[src/rtl/demux_1_para_4_reg.sv]
// Registered 1-to-4 demux with per-channel 1-entry valid/ready holding registers.
// Optional `DEMUX_ROUND_ROBIN_EN: channel chosen by an internal rotating pointer instead of S.
module demux_1_para_4_reg #(
  parameter int WIDTH = 8
) (
  input  logic             clk,
  input  logic             reset,
  input  logic [WIDTH-1:0] D,
  input  logic [1:0]       S,
  input  logic             in_valid,
  output logic             in_ready,
  output logic [WIDTH-1:0] Y0,
  output logic [WIDTH-1:0] Y1,
  output logic [WIDTH-1:0] Y2,
  output logic [WIDTH-1:0] Y3,
  output logic [3:0]       out_valid,
  input  logic [3:0]       out_ready,
  output logic [15:0]      xfer_cnt
);

  logic [3:0]            valid_q, valid_d;
  logic [3:0][WIDTH-1:0] data_q, data_d;
  logic [15:0]           cnt_q, cnt_d;
  logic [3:0]            pop;
  logic [1:0]            ch;
  logic                  accept;

`ifdef DEMUX_ROUND_ROBIN_EN
  logic [1:0] rr_q, rr_d;
  logic       unused_s;

  assign unused_s = ^S;
  assign ch       = rr_q;

  // Pointer only moves on an accept, so a stalled channel holds the order.
  always_comb begin
    rr_d = rr_q;
    if (accept) rr_d = rr_q + 2'd1;
  end

  always_ff @(posedge clk) begin
    if (reset) rr_q <= 2'd0;
    else       rr_q <= rr_d;
  end
`else
  assign ch = S;
`endif

  assign pop      = valid_q & out_ready;
  assign in_ready = ~valid_q[ch] | out_ready[ch];
  assign accept   = in_valid & in_ready;

  // Accept overrides a same-channel pop, keeping valid high with no bubble.
  always_comb begin
    valid_d = valid_q & ~pop;
    data_d  = data_q;
    cnt_d   = cnt_q;
    if (accept) begin
      valid_d[ch] = 1'b1;
      data_d[ch]  = D;
      cnt_d       = cnt_q + 16'd1;
    end
  end

  always_ff @(posedge clk) begin
    if (reset) begin
      valid_q <= '0;
      data_q  <= '0;
      cnt_q   <= '0;
    end else begin
      valid_q <= valid_d;
      data_q  <= data_d;
      cnt_q   <= cnt_d;
    end
  end

  assign out_valid = valid_q;
  assign Y0        = data_q[0];
  assign Y1        = data_q[1];
  assign Y2        = data_q[2];
  assign Y3        = data_q[3];
  assign xfer_cnt  = cnt_q;

endmodule

[config.mk]
export PLATFORM = sky130hd
export DESIGN_NAME = demux_1_para_4_reg
export DESIGN_NICKNAME = d
export VERILOG_FILES = /design/src/rtl/demux_1_para_4_reg.sv
export SDC_FILE = /design/constraint.sdc
export NUM_CORES = 1
export LEC_CHECK = 0
export CORE_ASPECT_RATIO = 0.8
export CORE_UTILIZATION = 40
export CTS_CLUSTER_SIZE = 30
export DETAILED_ROUTE_END_ITERATION = 8
export PLACE_DENSITY_LB_ADDON = 0.25
export SLEW_MARGIN = 25
export SYNTH_ARGS = -nofsm -noshare
export SYNTH_HDL_FRONTEND = slang
export SYNTH_SLANG_ARGS = --single-unit
[constraint.sdc]
create_clock -name clk -period 2 [get_ports clk]
set_input_delay 0.3 -clock clk [delete_from_list [all_inputs] [get_ports clk]]
set_output_delay 0.3 -clock clk [all_outputs]
set_load 0.01 [all_outputs]
==> flow_metrics.env <==
export IMPL_peakVddDrop_uv=422
export IMPL_detail_route_first_pass_iterations=4
export IMPL_fin_hold_ws_ns=0.425
export IMPL_synthDistinctLibCells=29
export IMPL_synth_net_count=240
export IMPL_cts_buffers=5
export IMPL_yosys_area_top_type="dfxtp_1"
export IMPL_grtUsageTotal_pct=18.9
export IMPL_drt_antenna_violating_nets=0
export IMPL_wl_met1_um=2560
export IMPL_yosysSeqAreaShare_pct=48.9
export IMPL_tritoncts="done"
export IMPL_slowest_delay_ns=0.53
export IMPL_hold_viol_final=0
export IMPL_clock_latency_ns=0.30
export IMPL_io_pins=70
export IMPL_synth_flop_cell="dfxtp_1"
export IMPL_path_buf_inv=2
export IMPL_start_util_pct=42.0
export IMPL_syn_area_um2=2130
export IMPL_yosys_top_cells_area="dfxtp_1 49%, mux2i_1 15%, nor2_1 7.1%, or4_1 3.9%, a21oi_1 3.5%"
export IMPL_antenna_found_initial=0
export IMPL_drive_gt1_share_pct=13.4
export IMPL_route_met2_wl_um=2440
export IMPL_critPathTopFamily="multiplexers"
export IMPL_setup_slack_ns=0.0220
export IMPL_worstHoldPathType="input port to flip-flop"
export IMPL_root_buffer="clkbuf_8"
export IMPL_ys_warn_count=0
export IMPL_cp_start_kind="input port"
export IMPL_status="completed"
export IMPL_ff_latch_area_um2=1040
export IMPL_rsz0062_at_grt="yes"
export IMPL_grt_pass1_wl_um=8450
export IMPL_criticalPathCategory="input port to flip-flop"
export IMPL_critPathMaxFanout=4
export IMPL_cts_hold_buffers=0
export IMPL_fillers=443
export IMPL_fmax_ghz=0.506
export IMPL_routed_top_layer="met4"
export IMPL_place_gp_congestion=0.779
export IMPL_pwr_density_cell_nw_per_um2=618
export IMPL_die_h_um=67.2
export IMPL_maxSlewHeadroom_pct=70.7
export IMPL_synth_edf_count=0
export IMPL_wl_per_cell_um=14.5
export IMPL_die_width_um=83.6
export IMPL_synth_most_common_cell="dfxtp_1"
export IMPL_multiInputGateArea_um2=1050
export IMPL_ys_seq_elements=52
export IMPL_tightest_slew_ns=0.439
export IMPL_routed_wl_um=5320
export IMPL_area_delta_synth_final_pct=46.4
export IMPL_arrival_ns=2.18
export IMPL_diodes=0
export IMPL_cap_violations=0
export IMPL_dieArea_um2=5620
export IMPL_leakagePower_nw=1.16
export IMPL_drt_iter0_drc=73
export IMPL_io_buffers=69
export IMPL_fin_crit_sh_pct=98.9
export IMPL_drc=0
export IMPL_synth_top_area_share_pct=48.9
export IMPL_num_rows=23
export IMPL_synth_commonest_cells="52 x dfxtp_1, 40 x nor2_1, 32 x mux2i_1"
export IMPL_crit_path_end_kind="flip-flop"
export IMPL_slew_violations=0
export IMPL_syn_inst=222
export IMPL_dp_slack_ns=-0.398
export IMPL_cp_required_ns=2.20
export IMPL_nets=323
export IMPL_critPathSlowestCell="mux4_2"
export IMPL_grt_pass1_vias=1728
export IMPL_crit_chain="clkdlybuf4s50_1 -> nor2b_1 -> mux4_2 -> buf_4 -> nor4_4 -> mux2_2"
export IMPL_clk_pin_slew_ns=0.10
export IMPL_grt_max_degree=24
export IMPL_gr_total_overflow=0
export IMPL_cts_sinks=52
export IMPL_finClkSkew_ns=0.00744
export IMPL_clockBufferDepth=2
export IMPL_avgSynthCellArea_um2=9.59
export IMPL_cts_setup_buffers=0
export IMPL_viasPerCell=5.12
export IMPL_vias=1883
export IMPL_synthArstFlopShare_pct=0
export IMPL_period_needed_ns=1.98
export IMPL_met3_length_um=297
export IMPL_core_area_um2=5060
export IMPL_setup_violations=0
export IMPL_dp_hpwl_um=3750
export IMPL_h_tree_depth=2
logic make-up after synthesis:
group | Yosys count | synth area share (%)
fa+ha+maj | 1 | 0.588
compound gates | 27 | 7.52
buf+inv | 18 | 3.59
simple gates | 87 | 21.2
flops | 52 | 48.9
mux | 37 | 18.2
layer usage:
layer | global-route usage (%) | up-vias
met5 | 0 | -
met4 | 3.81 | 0
met3 | 5.26 | 2
met2 | 29.9 | 45
met1 | 26.1 | 887
li1 | - | 949
power by group:
| group | total (W) | switching [W] | internal (W) |
|---|---|---|---|
| logic | 0.000237 | 0.000110 | 0.000128 |
| clock network | 0.000609 | 0.000358 | 0.000252 |
| registers | 0.00108 | 0.0000174 | 0.00106 |
| total | 0.00193 | 0.000485 | 0.00144 |
sequential cells by signal, indices dropped and copies added (netlist names):
name,count
Y2,8
Y3,8
out_valid,4
Y1,8
Y0,8
xfer_cnt,16
layout make-up:
class	count	area share (%)
clock buffer	5	2.21
multi-input combinational	152	33.8
timing repair buffer	89	26.8
sequential	52	33.4
clock inverter	3	0.723
inverter	5	0.602
tap	62	2.49
through the flow:
step / instances / area [µm²] / utilization, % / power (W) / TNS, ns
3_5_place_dp: 360 / 3000 / 59.1 / 0.00134 / -4.73
2_1_floorplan: 222 / 2130 / - / 0.00120 / 0
4_1_cts: 368 / 3090 / 61.0 / 0.00194 / 0
5_1_grt: 368 / 3120 / 61.5 / 0.00201 / -0.129
6_report: 368 / 3120 / 61.5 / 0.00193 / 0
3_3_place_gp: 360 / 3000 / 59.1 / 0.00134 / -4.29
path summary, 6_finish.rpt:
path                startpoint           end  slack, ns  depth (start not counted)
setup reg to reg  out_valid[2]  xfer_cnt[14]       0.09                          5
hold / removal           reset  out_valid[1]       0.42                          2
hold reg to reg   out_valid[3]  out_valid[3]       0.50                          2
setup / recovery  out_ready[2]  xfer_cnt[14]       0.02                          6
repair_timing:
| action | CTS | global route |
|---|---|---|
| gates resized for setup | 5 | 6 |
| endpoints found under the setup margin | 7 | 12 |
| pin swaps | 0 | 1 |
| hold endpoints to repair | 0 | 0 |
placed cells by master, fill, tap and decap left out, types with 2 or more instances in the layout:
cell	synthesis	routed
o31ai_1	10	10
buf_6	1	2
a21oi_1	15	15
clkbuf_8	0	5
and4_1	2	2
nor4_4	0	2
and2_1	2	2
nand3_1	7	7
nor2_1	40	40
buf_4	0	18
mux2i_1	32	32
nand4_1	4	4
dlygate4sd2_1	0	2
nand2_1	5	5
nand2b_1	3	3
clkdlybuf4s50_1	0	65
mux2_2	4	4
or4_1	11	11
nor2b_1	6	6
o21ai_0	2	2
dfxtp_1	52	52
inv_1	4	4
Note: power is estimated with default switching activity, not from simulation.
